File: config.mk
export PLATFORM = sky130hd
export DESIGN_NAME = rx_uart_fifo
export DESIGN_NICKNAME = d
export VERILOG_FILES = /design/src/rtl/uart_pkg.sv /design/src/rtl/sync_fifo.sv /design/src/rtl/rx_uart_fifo.sv
export SDC_FILE = /design/constraint.sdc
export NUM_CORES = 1
export LEC_CHECK = 0
export ABC_AREA = 1
export BUFFER_PORTS_ARGS = -buffer_cell sky130_fd_sc_hd__buf_2
export CORE_MARGIN = 10
export CORE_UTILIZATION = 40
export CTS_CLUSTER_SIZE = 25
export DETAILED_ROUTE_END_ITERATION = 6
export PLACE_DENSITY = 0.62
export SYNTH_ARGS = -nofsm -noshare
export SYNTH_HDL_FRONTEND = slang
export SYNTH_SLANG_ARGS = --single-unit
File: constraint.sdc
create_clock -name clk -period 2.3 [get_ports clk]
set_clock_uncertainty 0.2 [all_clocks]
set_input_delay 0.46 -clock clk [delete_from_list [all_inputs] [get_ports clk]]
set_output_delay 0.46 -clock clk [all_outputs]
set_load 0.005 [all_outputs]
File: src/rtl/uart_pkg.sv
// Shared definitions for the UART receive path: parity modes, FSM encoding
// and the FIFO entry width helper.
package uart_pkg;

   localparam logic [1:0] PAR_NONE = 2'b00;
   localparam logic [1:0] PAR_EVEN = 2'b01;
   localparam logic [1:0] PAR_ODD  = 2'b10;

   typedef enum logic [2:0] {
      ST_IDLE      = 3'd0,
      ST_START     = 3'd1,
      ST_DATA      = 3'd2,
      ST_PARITY    = 3'd3,
      ST_STOP      = 3'd4,
      ST_WAIT_HIGH = 3'd5
   } rx_state_e;

   // Entry layout is {break, frame_err, parity_err, data}.
   function automatic int fifo_entry_w(input int data_bits);
      return data_bits + 3;
   endfunction

endpackage

File: src/rtl/sync_fifo.sv
// First-word fall-through FIFO with extra-bit pointers; head reads 0 when empty.
// Shared by the receive and transmit paths.
module sync_fifo #(
   parameter int WIDTH = 11,
   parameter int DEPTH = 4
) (
   input  logic             clk,
   input  logic             i_reset_n,
   input  logic             push,
   input  logic             pop,
   input  logic [WIDTH-1:0] din,
   output logic             full,
   output logic             empty,
   output logic [WIDTH-1:0] head
);

   localparam int AW = $clog2(DEPTH);
   localparam int PW = AW + 1;

   logic [PW-1:0]    wr_ptr_q, wr_ptr_d;
   logic [PW-1:0]    rd_ptr_q, rd_ptr_d;
   logic [WIDTH-1:0] mem_q [DEPTH];
   logic             do_push, do_pop;

   assign empty = (wr_ptr_q == rd_ptr_q);
   assign full  = (wr_ptr_q[AW] != rd_ptr_q[AW]) &&
                  (wr_ptr_q[AW-1:0] == rd_ptr_q[AW-1:0]);

   // A push into a full FIFO is allowed only when the head leaves on the same edge.
   assign do_pop  = pop && !empty;
   assign do_push = push && (!full || do_pop);

   assign head = empty ? '0 : mem_q[rd_ptr_q[AW-1:0]];

   always_comb begin
      wr_ptr_d = wr_ptr_q;
      rd_ptr_d = rd_ptr_q;
      if (do_push) wr_ptr_d = wr_ptr_q + PW'(1);
      if (do_pop)  rd_ptr_d = rd_ptr_q + PW'(1);
   end

   always_ff @(posedge clk or negedge i_reset_n) begin
      if (!i_reset_n) begin
         wr_ptr_q <= '0;
         rd_ptr_q <= '0;
      end else begin
         wr_ptr_q <= wr_ptr_d;
         rd_ptr_q <= rd_ptr_d;
      end
   end

   always_ff @(posedge clk) begin
      if (do_push) mem_q[wr_ptr_q[AW-1:0]] <= din;
   end

endmodule

File: src/rtl/rx_uart_fifo.sv
// UART receiver with runtime divisor, parity and stop-bit configuration; each
// character is queued with its parity, framing and break status.
//
// state      | meaning
// -----------+-------------------------------------------------------------
// IDLE       | line idle, waiting for a synced falling edge
// START      | half-bit wait, then confirm the start bit is still low
// DATA       | sampling DATA_BITS bits, LSB first
// PARITY     | sampling the parity bit
// STOP       | sampling one or two stop bits; push on the last one
// WAIT_HIGH  | frame ended with the line low; wait for it to return high
module rx_uart_fifo
   import uart_pkg::*;
#(
   parameter int DATA_BITS  = 8,
   parameter int TIMER_BITS = 16,
   parameter int FIFO_DEPTH = 4
) (
   input  logic                  clk,
   input  logic                  i_reset_n,
   input  logic                  uart_txd_in,
   input  logic [TIMER_BITS-1:0] i_div,
   input  logic [1:0]            i_parity,
   input  logic                  i_two_stop,
   input  logic                  i_ready,
   output logic                  out_valid,
   output logic [DATA_BITS-1:0]  out_data,
   output logic                  out_parity_err,
   output logic                  out_frame_err,
   output logic                  out_break,
   output logic                  out_overrun,
   output logic                  out_busy
);

   localparam int EW = fifo_entry_w(DATA_BITS);
   localparam int CW = $clog2(DATA_BITS);

   rx_state_e             state_q, state_d;
   logic [2:0]            sync_q, sync_d;
   logic [TIMER_BITS-1:0] timer_q, timer_d;
   logic [TIMER_BITS-1:0] div_q, div_d;
   logic [1:0]            par_q, par_d;
   logic                  two_stop_q, two_stop_d;
   logic [DATA_BITS-1:0]  shreg_q, shreg_d;
   logic [CW-1:0]         bit_cnt_q, bit_cnt_d;
   logic                  stop_cnt_q, stop_cnt_d;
   logic                  par_bit_q, par_bit_d;
   logic                  par_err_q, par_err_d;
   logic                  frame_err_q, frame_err_d;
   logic                  stop1_q, stop1_d;
   logic                  ovr_q, ovr_d;

   logic                  line, fall, tick, par_en, push;
   logic                  frame_now, stop1_now, brk;
   logic [TIMER_BITS-1:0] div_eff;
   logic [EW-1:0]         entry, fifo_head;
   logic                  fifo_full, fifo_empty;

   assign sync_d  = {sync_q[1:0], uart_txd_in};
   assign line    = sync_q[2];
   assign fall    = sync_q[2] && !sync_q[1];
   assign tick    = (timer_q == '0);
   assign par_en  = (par_q == PAR_EVEN) || (par_q == PAR_ODD);
   assign div_eff = (i_div < TIMER_BITS'(2)) ? TIMER_BITS'(2) : i_div;

   always_comb begin
      state_d     = state_q;
      timer_d     = timer_q;
      div_d       = div_q;
      par_d       = par_q;
      two_stop_d  = two_stop_q;
      shreg_d     = shreg_q;
      bit_cnt_d   = bit_cnt_q;
      stop_cnt_d  = stop_cnt_q;
      par_bit_d   = par_bit_q;
      par_err_d   = par_err_q;
      frame_err_d = frame_err_q;
      stop1_d     = stop1_q;
      push        = 1'b0;

      // Status of the entry as it would be if this stop sample were the last.
      frame_now = frame_err_q || !line;
      stop1_now = stop_cnt_q ? stop1_q : line;
      brk       = (shreg_q == '0) && (!par_en || !par_bit_q) && !stop1_now;
      entry     = {brk, frame_now || brk, par_err_q, shreg_q};

      if (state_q != ST_IDLE && state_q != ST_WAIT_HIGH) begin
         timer_d = tick ? (div_q - TIMER_BITS'(1)) : (timer_q - TIMER_BITS'(1));
      end

      unique case (state_q)
         ST_IDLE: begin
            if (fall) begin
               state_d     = ST_START;
               div_d       = div_eff;
               timer_d     = div_eff >> 1;
               par_d       = i_parity;
               two_stop_d  = i_two_stop;
               bit_cnt_d   = '0;
               stop_cnt_d  = 1'b0;
               par_bit_d   = 1'b0;
               par_err_d   = 1'b0;
               frame_err_d = 1'b0;
               stop1_d     = 1'b1;
            end
         end
         ST_START: begin
            if (tick) begin
               if (line) begin
                  state_d = ST_IDLE;
                  timer_d = '0;
               end else begin
                  state_d = ST_DATA;
               end
            end
         end
         ST_DATA: begin
            if (tick) begin
               shreg_d = {line, shreg_q[DATA_BITS-1:1]};
               if (bit_cnt_q == CW'(DATA_BITS - 1)) begin
                  bit_cnt_d = '0;
                  state_d   = par_en ? ST_PARITY : ST_STOP;
               end else begin
                  bit_cnt_d = bit_cnt_q + CW'(1);
               end
            end
         end
         ST_PARITY: begin
            if (tick) begin
               par_bit_d = line;
               par_err_d = (^shreg_q) ^ line ^ (par_q == PAR_ODD);
               state_d   = ST_STOP;
            end
         end
         ST_STOP: begin
            if (tick) begin
               frame_err_d = frame_now;
               stop1_d     = stop1_now;
               if (two_stop_q && !stop_cnt_q) begin
                  stop_cnt_d = 1'b1;
               end else begin
                  push    = 1'b1;
                  timer_d = '0;
                  state_d = line ? ST_IDLE : ST_WAIT_HIGH;
               end
            end
         end
         ST_WAIT_HIGH: begin
            if (line) state_d = ST_IDLE;
         end
         default: begin
            state_d = ST_IDLE;
            timer_d = '0;
         end
      endcase
   end

   // A full FIFO drops the entry unless the consumer frees a slot on the same edge.
   assign ovr_d = push && fifo_full && !(i_ready && !fifo_empty);

   always_ff @(posedge clk or negedge i_reset_n) begin
      if (!i_reset_n) begin
         state_q     <= ST_IDLE;
         sync_q      <= 3'b111;
         timer_q     <= '0;
         div_q       <= TIMER_BITS'(2);
         par_q       <= PAR_NONE;
         two_stop_q  <= 1'b0;
         shreg_q     <= '0;
         bit_cnt_q   <= '0;
         stop_cnt_q  <= 1'b0;
         par_bit_q   <= 1'b0;
         par_err_q   <= 1'b0;
         frame_err_q <= 1'b0;
         stop1_q     <= 1'b1;
         ovr_q       <= 1'b0;
      end else begin
         state_q     <= state_d;
         sync_q      <= sync_d;
         timer_q     <= timer_d;
         div_q       <= div_d;
         par_q       <= par_d;
         two_stop_q  <= two_stop_d;
         shreg_q     <= shreg_d;
         bit_cnt_q   <= bit_cnt_d;
         stop_cnt_q  <= stop_cnt_d;
         par_bit_q   <= par_bit_d;
         par_err_q   <= par_err_d;
         frame_err_q <= frame_err_d;
         stop1_q     <= stop1_d;
         ovr_q       <= ovr_d;
      end
   end

   sync_fifo #(
      .WIDTH (EW),
      .DEPTH (FIFO_DEPTH)
   ) u_fifo (
      .clk       (clk),
      .i_reset_n (i_reset_n),
      .push      (push),
      .pop       (i_ready),
      .din       (entry),
      .full      (fifo_full),
      .empty     (fifo_empty),
      .head      (fifo_head)
   );

   assign out_valid      = !fifo_empty;
   assign out_data       = fifo_head[DATA_BITS-1:0];
   assign out_parity_err = fifo_head[DATA_BITS];
   assign out_frame_err  = fifo_head[DATA_BITS+1];
   assign out_break      = fifo_head[DATA_BITS+2];
   assign out_overrun    = ovr_q;
   assign out_busy       = (state_q != ST_IDLE);

endmodule

## After elaboration in Yosys (flattened, before gate mapping)

Memory sizes are Yosys's and may differ from the RTL's.
Cells that the tools add are included.

- Register bits: 64
- Latch bits: 0
- RAM bits: 44
- ROM bits: 0
- Output and inout port bits: 14
- Logic and storage cells: 131
- Memories kept: 1

- Add/sub/neg operators: 5
- Multipliers: 0
- Div/mod/pow operators: 0
- $lt $le $gt $ge: 1
- Equal/unequal tests: 21
- Shift operators: 0
- Mux-type cells: 45
- Bitwise operators: 2
- Reductions and logical operators: 40

Memories:

| name | depth | bits a word | rd ports | clocked after Yosys merged registers in | wr ports | line | RTL |
|---|---|---|---|---|---|---|---|
| u_fifo.mem_q | 4 | 11 | 1 | 0 | 1 | sync_fifo.sv:22 | `logic [WIDTH-1:0] mem_q [DEPTH];` |

Operator list:

| kind | number |
|---|---|
| $mux W16 | 8 |
| $pmux W16 S4 | 1 |
| $mux W3 | 13 |
| $sub A16 B1 Y16 const B | 2 |
| $ne A2 B2 Y1 const B | 9 |
| $pmux W3 S6 | 1 |
| $logic_not A16 Y1 | 1 |
| $lt A16 B2 Y1 const B | 1 |
| $mux W1 | 14 |
| $mux W11 | 1 |
| $logic_and A1 B1 Y1 | 10 |
| $pmux W1 S2 | 5 |
| $add A3 B1 Y3 const B | 3 |
| $eq A3 B3 Y1 const B | 3 |
| $logic_not A1 Y1 | 9 |
| $reduce_and A3 Y1 | 3 |
| $logic_not A8 Y1 | 1 |
| $reduce_and A8 Y1 | 1 |
| $reduce_xor A8 Y1 | 1 |
| $eq A3 B2 Y1 const B | 2 |
| $pmux W3 S2 | 1 |
| $reduce_bool A2 Y1 | 3 |
| $logic_or A1 B1 Y1 | 5 |
| $reduce_and A2 Y1 | 2 |
| 13 further kinds | 14 |

## Longest topological paths before layout

Gate-level depths: netlist (run 1).

- Depth in word-level cells: 8
- Depth in mapped cells: 14

## Modules after synthesis

A second synthesis (run 1) with hierarchy kept.

- Cell total of the unflattened synthesis: 676
- Area total of the unflattened synthesis: 5647.9 um^2

By module, submodules not included:

| module | times used | cells each | area each (um^2) | sequential area each (um^2) |
|---|---|---|---|---|
| rx_uart_fifo | 1 | 476 | 3464.6 | 1457.6 |
| sync_fifo | 1 | 200 | 2183.3 | 1471.4 |

## Worst setup path after synthesis (run 1)

OpenSTA, ideal clock, no wires.

- Kind: reg-to-reg
- Start point: register timer_q[3]
- End point: memory u_fifo.mem_q[0][0] (enable)
- Setup time: 0.378 ns
- Data arrival time: 1.796 ns
- Setup slack: -0.074 ns
- Cell stages (with the launch flop): 11
- Buffers on the path: 1
- Period minus slack after synthesis: 2.374 ns
- Cells stage by stage: dfrtp_1 -> nor2_1 -> nand2_1 -> nor2_4 -> nand2_4 -> buf_6 -> clkinv_4 -> nand3_2 -> nor2_2 -> inv_2 -> nor2_1

- Longest elaborated chain between the ends: 6

Ends and longest elaborated chain:

| what | line | RTL |
|---|---|---|
| start: declaration | rx_uart_fifo.sv:40 | `logic [TIMER_BITS-1:0] timer_q, timer_d;` |
| start signal: assignment | rx_uart_fifo.sv:180 | `timer_q <= timer_d;` |
| $logic_not A16 Y1 | rx_uart_fifo.sv:62 | `assign tick = (timer_q == '0);` |
| $mux W1 | rx_uart_fifo.sv:136 | `if (tick) begin` |
| $mux W1 | rx_uart_fifo.sv:91 | `unique case (state_q)` |
| $logic_and A1 B1 Y1 | sync_fifo.sv:31 | `assign do_push = push && (!full \|\| do_pop);` |
| $mux W1 | sync_fifo.sv:53 | `if (do_push) mem_q[wr_ptr_q[AW-1:0]] <= din;` |
| $mux W1 (implied by the code) | sync_fifo.sv:53 |  |
| end: declaration | sync_fifo.sv:22 |  |

Every way passes these cells.

## Final worst setup path (run 1)

- Start point: register u_fifo.rd_ptr_q[0]
- End point: output out_data[1]

- Longest elaborated chain between the ends: 2

Ends and longest elaborated chain:

| what | line | RTL |
|---|---|---|
| start: declaration | sync_fifo.sv:21 | `logic [PW-1:0] rd_ptr_q, rd_ptr_d;` |
| start signal: assignment | sync_fifo.sv:48 | `rd_ptr_q <= rd_ptr_d;` |
| $mem_v2 Z4 W11 or $eq A3 B3 Y1 (tied branches) | -- |  |
| $mux W11 * | sync_fifo.sv:33 | `assign head = empty ? '0 : mem_q[rd_ptr_q[AW-1:0]];` |
| end: declaration | rx_uart_fifo.sv:27 | `output logic [DATA_BITS-1:0] out_data,` |

Mark *: on every way between the ends. The rest lies on a longest branch, timed or not.

==> impl_metrics.py, run 1 <==
metrics = {
    "floorplan": {
        "boundaryPins": 37,
        "die_h_um": 138,
        "rows": 42,
        "core_mm2": 0.0134,
        "die_area_mm2": 0.0190,
        "initial_core_util": 0.414,
        "fp.dieW_um": 138,
    },
    "setup_path": {
        "critPathLaunchType": "flop",
        "criticalPathCategory": "flop to output port",
        "cp_max_fo": 23,
        "cp_data_required_time_ps": 1640,
        "path_buf_inv": 4,
        "slowest_stage": "dfrtp_1",
        "max_stage_delay_ps": 430,
        "crit_arrival_ps": 1620,
        "path_delay_family": "flip-flops",
        "endpoint_kind": "output port",
        "worstPathCellList": "inv_2 -> buf_12 -> nor2_1 -> o32ai_1 -> nand2_2 -> inv_1 -> buf_2",
    },
    "run": {
        "cap_violations": 0,
    },
    "synth": {
        "synthTopCellsByArea": "dfrtp_1 27%, edfxtp_1 24%, nand2_1 11%",
        "syn-num-nets": 674,
        "synth-warning-count": 0,
        "synth_top_cell_area_share": 0.266,
        "async_flop_share": 0.593,
        "ys_seq_area_frac": 0.527,
        "ys_types": 39,
        "synth_most_common_cell": "nand2_1",
        "synth_edf_count": 44,
        "synth_commonest_cells": "159 x nand2_1, 77 x inv_1, 67 x nor2_1, 59 x dfrtp_1, 47 x nand3_1",
        "post_synth.cell_area_avg_um2": 8.71,
        "syn_area_mm2": 0.00555,
        "ys_seq_elements": 108,
        "synth_top_area_cell": "dfrtp_1",
        "synthCells": 638,
        "synthFlopType": "dfrtp_1",
    },
    "status": {
        "status": "finished, final reports clean",
    },
    "clock_network": {
        "tritoncts": "built",
        "cts_made_buffers": 9,
        "htree_levels": 3,
        "path_clk_slew_ps": 70,
        "cts_buffer_depth": 2,
        "cts_root_buf": "clkbuf_16",
        "clkLatencyLatePin_ps": 360,
        "cts.sinks": 108,
    },
    "drt": {
        "wl_per_cell_um": 14.5,
        "via_per_inst": 5.08,
        "drt_iter0_drc": 321,
        "drc": 0,
        "wl_mm": 12.9,
        "ant_nets": 0,
        "first_pass_iters": 5,
        "vias": 4497,
    },
    "cells_and_area": {
        "fin_area_mm2": 0.00673,
        "fillers": 1228,
        "antenna_cells": 0,
        "drive_above_1_share": 0.221,
        "area_growth_pct": 21.1,
        "final_nets": 740,
        "multi_input_area_mm2": 0.00236,
        "fin_cells": 885,
        "register_area_mm2": 0.00293,
    },
    "sta": {
        "worst_pin_slew_ps": 461,
        "period_share": 0.992,
        "worst_slack_ps": 18.8,
        "finalHoldViolCount": 0,
        "max-slew-margin-rel": 0.690,
        "finalSetupViolations": 0,
        "max_freq_mhz": 438,
        "finalMaxSlewViolations": 0,
        "timing.final.crit_period_ps": 2280,
        "rsz0062_at_grt": "yes",
        "whs_ps": 94.7,
    },
    "global_routing": {
        "grt_start_max_net_pins": 48,
        "grt_util_all_layers": 0.137,
        "grt_overflow_total": 0,
        "grt_pass1_vias": 4322,
        "grt_pass1_wl_mm": 20.8,
        "antenna_found_initial": 0,
    },
    "placement": {
        "post-place-ws_ps": 50.1,
        "dpl_cell_area_mm2": 0.00602,
        "dp_cells": 848,
        "place_congestion": 0.931,
        "portBuffers": 36,
        "hpwlAfterDp_mm": 9.08,
    },
    "power_and_ir_drop": {
        "ir_drop_v": 0.000615,
        "leakagePower_nw": 3.08,
        "powerDensity_mw_per_mm2": 1200,
    },
    "worst_hold_path": {
        "hold_class": "input pin to flop",
    },
}
==> layer usage <==
layer  global-route usage  part of all wire  up-vias
met3               0.0313             0.047       13
met2                0.225              0.49      109
met4               0.0487             0.010        0
met5                    0                 0        -
met1                0.173              0.46     2156
li1                     -                 -     2219
==> kinds of logic (layout without fill, tap and decap cells) <==
group,count (synthesis),count (layout),share of synthesized area
AO/OA/AOI/OAI,91,91,0.0935
XOR/XNOR,13,13,0.0205
adder cells (fa/ha/maj),13,13,0.0293
buffers and inverters,103,173,0.0788
flip-flops,108,108,0.527
multiplexers,1,1,0.00203
AND/OR/NAND/NOR,309,310,0.248
==> cell type report <==
cell class              count  share of cell area
repair buffers             75              0.0900
clock buffers               9              0.0335
multi-input cells         428               0.350
flip-flops and latches    108               0.436
inverters                  82              0.0472
clock inverters             7              0.0108
well taps                 176              0.0327
==> cells in the final DEF (no fill, tap or decap), types with 4 or more instances in the layout <==
master,n
nor2_2,12
o32ai_2,4
nand2_2,10
dfrtp_1,58
a21oi_1,21
nor2_4,9
buf_6,6
nand2_1,149
o32ai_1,7
nand4_1,6
o21ai_0,44
edfxtp_1,44
dfstp_2,5
clkbuf_16,10
inv_2,7
xnor2_1,7
buf_2,35
nand3_2,4
buf_12,5
o21ai_1,5
nand2_4,6
inv_1,72
buf_4,23
xor2_1,5
ha_1,12
nor4_1,4
nor2_1,58
nand3_1,45
==> worst paths after layout <==
| path | startpoint | to | slack (ps) | depth (start not counted) |
|---|---|---|---|---|
| setup / recovery | u_fifo.rd_ptr_q[0] | out_data[1] | 20 | 7 |
| hold / removal | i_parity[1] | par_q[1] | 90 | 3 |
| setup reg to reg | timer_q[10] | u_fifo.mem_q[1][0] | 100 | 10 |
| hold reg to reg | sync_q[0] | sync_q[1] | 160 | 0 |
| max in group asynchronous | i_reset_n | stop1_q | 880 | 3 |
| min in group asynchronous | i_reset_n | div_q[14] | 370 | 2 |
==> power breakdown <==
group,leakage (nW),total [mW],internal [mW],switching (mW)
sequential,1.20,2.67,2.43,0.238
clock,0.143,1.53,0.769,0.763
combinational,1.74,3.88,1.52,2.36
==> state kept, by name, indices dropped and copies added (netlist names) <==
signal	flops
par_bit_q	1
u_fifo.mem_q	44
u_fifo.wr_ptr_q	3
par_err_q	1
div_q	16
u_fifo.rd_ptr_q	3
sync_q	3
timer_q	16
state_q	3
par_q	2
out_overrun	1
stop_cnt_q	1
two_stop_q	1
bit_cnt_q	3
stop1_q	1
shreg_q	8
frame_err_q	1
==> worst reg2reg max path, stage by stage (launching register included) <==
cell and delay (ps):
dfrtp_1 390, nor2_2 130, nand2_2 90, nor2_4 250
nand2_4 140, clkinv_4 90, nand3_2 90, nor2_4 190
inv_4 70, nor2_2 100, buf_6 170
==> metrics by stage <==
step / TNS [ps] / power (mW) / utilization
floorplan: -2440 / 5.10 / -
global placement: 0 / 6.00 / 0.449
detailed placement: 0 / 6.04 / 0.449
CTS: -11.4 / 7.71 / 0.478
global route: -1870 / 8.71 / 0.502
finish: 0 / 8.08 / 0.502
==> repair_timing <==
| action | in CTS | in global routing |
|---|---|---|
| buffers inserted | 3 | 14 |
| resized for setup | 11 | 51 |
| endpoints found under the hold margin | 18 | 0 |
| pin swaps | 0 | 19 |
| gates cloned | 1 | 1 |
| setup endpoints to repair | 12 | 66 |
| hold buffers | 2 | 0 |
Power figures use the tool's default switching activity.
==> run 2, diff against run 1 <==
Clock period 2.3 ns to 1.9 ns, I/O delays scaled along.
==> run 2 against run 1 <==
  * The run now ends with negative setup slack left
  * Routed wire length increased by 19%
  * Critical path type is now flop to flop
  * Clock power grew 27%
  * Combinational power increased by 66%
  * Cell count up 7.7%
  * Largest power group unchanged
  * Global-route usage grew 2.1 points
  * Critical endpoint is now timer_q[15]
  * Critical path depth is 8 higher
  * Die area stayed put
  * Via count increased by 9.1%
  * Total power increased by 44%
  * Sequential power rose by 21%
==> impl_metrics.py, run 2 (synthesized netlist as in run 1, its figures left out) <==
metrics = {
    "status": {
        "status": "finished with violations",
        "failed_checks": "negative setup slack",
    },
    "cells_and_area": {
        "drive_above_1_share": 0.362,
        "final_cell_mix": "138 x nand2_1, 71 x inv_1, 58 x dfrtp_1, 58 x buf_4, 46 x nor2_1",
        "final_nets": 808,
        "largest_register_ffs": 44,
        "antenna_cells": 0,
        "area_growth_pct": 42.0,
        "final_common_cell": "nand2_1",
        "utilization": 0.589,
        "fin_cells": 953,
        "fin_area_mm2": 0.00789,
    },
    "sta": {
        "whs_ps": 23.3,
        "worst_slack_ps": -423,
        "finalMaxSlewViolations": 0,
        "setup-tns-final_ps": -24920,
        "max-slew-margin-rel": 0.698,
        "max_freq_mhz": 430,
        "finalSetupViolations": 92,
        "finalHoldViolCount": 0,
        "timing.final.crit_period_ps": 2320,
        "period_share": 1.22,
        "worst_pin_slew_ps": 449,
        "rsz0062_at_grt": "yes",
    },
    "drt": {
        "drt_iter0_drc": 318,
        "drc": 0,
        "via_per_inst": 5.15,
        "ant_nets": 0,
        "wl_mm": 15.3,
        "wl_per_cell_um": 16.0,
        "first_pass_iters": 5,
        "vias": 4904,
    },
    "placement": {
        "portBuffers": 36,
        "dp_cells": 886,
        "dpl_cell_area_mm2": 0.00643,
        "post-place-ws_ps": -304,
        "place_congestion": 0.917,
        "hpwlAfterDp_mm": 9.28,
    },
    "power_and_ir_drop": {
        "ir_drop_v": 0.000839,
        "leakagePower_nw": 3.63,
        "powerDensity_mw_per_mm2": 1470,
        "total_power_mw": 11.6,
    },
    "setup_path": {
        "criticalPathCategory": "flop to flop",
        "cp_max_fo": 6,
        "cp_data_required_time_ps": 1950,
        "max_stage_delay_ps": 390,
        "crit_arrival_ps": 2370,
        "critPathLaunchType": "flop",
        "slowest_stage": "dfrtp_1",
        "crit_top_cell": "nand2_1",
        "worstPathCellList": "nor2_2 -> nand2_1 -> nor2_4 -> buf_6 -> nand3_4 -> nand2_4 -> buf_6 -> nand3_4 -> buf_6 -> nor2_4 -> nand2_1 -> nand2_1 -> nand3_1 -> nand2_1 -> inv_1",
        "endpoint_kind": "flop",
    },
    "global_routing": {
        "antenna_found_initial": 0,
        "grt_overflow_total": 0,
        "grt_pass1_wl_mm": 23.8,
        "use_met3": 0.0280,
        "met1_usage": 0.185,
        "busiest_layer": "met2",
        "grt_pass1_vias": 4867,
        "grt_use_met2": 0.277,
        "grt_util_all_layers": 0.158,
        "grt_start_max_net_pins": 43,
    },
    "worst_hold_path": {
        "hold_class": "input pin to flop",
    },
    "floorplan": {
        "die_h_um": 138,
        "core_mm2": 0.0134,
        "boundaryPins": 37,
        "fp.dieW_um": 138,
        "die_area_mm2": 0.0190,
        "initial_core_util": 0.414,
        "rows": 42,
    },
    "clock_network": {
        "path_clk_slew_ps": 70,
        "cts.sinks": 108,
        "cts_root_buf": "clkbuf_16",
        "clkLatencyLatePin_ps": 360,
        "cts_buffer_depth": 2,
        "cts_made_buffers": 9,
        "tritoncts": "built",
        "htree_levels": 3,
    },
    "run": {
        "cap_violations": 0,
    },
}
[run 2: timing repair]
item,4_1_cts,5_1_grt
pin swaps,39,37
hold endpoints to repair,60,0
gates cloned,7,1
hold buffers,2,0
setup buffers,30,14
setup endpoints to repair,86,96
gates resized for setup,87,102
[run 2: final timing paths]
kind	endpoint	slack [ps]	from	cells after the start
max	timer_q[15]	-420	timer_q[2]	15
min	par_q[1]	20	i_parity[1]	3
max reg2reg	timer_q[15]	-420	timer_q[2]	15
min reg2reg	sync_q[1]	160	sync_q[0]	0
max in group asynchronous	stop1_q	900	i_reset_n	3
min in group asynchronous	timer_q[6]	330	i_reset_n	3
[run 2: worst max-delay path: cells and delay by family (launching register included)]
kind	cells	cell delay, ps
AND/OR/NAND/NOR	11	1140
flip-flops	1	390
buffers and inverters	4	470
[run 2: report_power, final]
group	switching, mW	total [mW]	internal, mW	leakage (nW)
combinational	3.58	6.43	2.84	2.28
sequential	0.302	3.24	2.94	1.20
clock	0.907	1.95	1.05	0.151
[run 2: cell type report]
cell class / count / area (um^2)
fillers: 1105 / 5510
flip-flops and latches: 108 / 2930
multi-input cells: 428 / 2750
repair buffers: 143 / 1360
inverters: 82 / 315
clock buffers: 9 / 225
well taps: 176 / 220
clock inverters: 7 / 82.6
[run 2: metal layers]
layer | vias up | part of all wire
met5 | - | 0
met4 | 0 | 0.032
met3 | 38 | 0.044
met2 | 135 | 0.52
met1 | 2371 | 0.40
li1 | 2360 | -
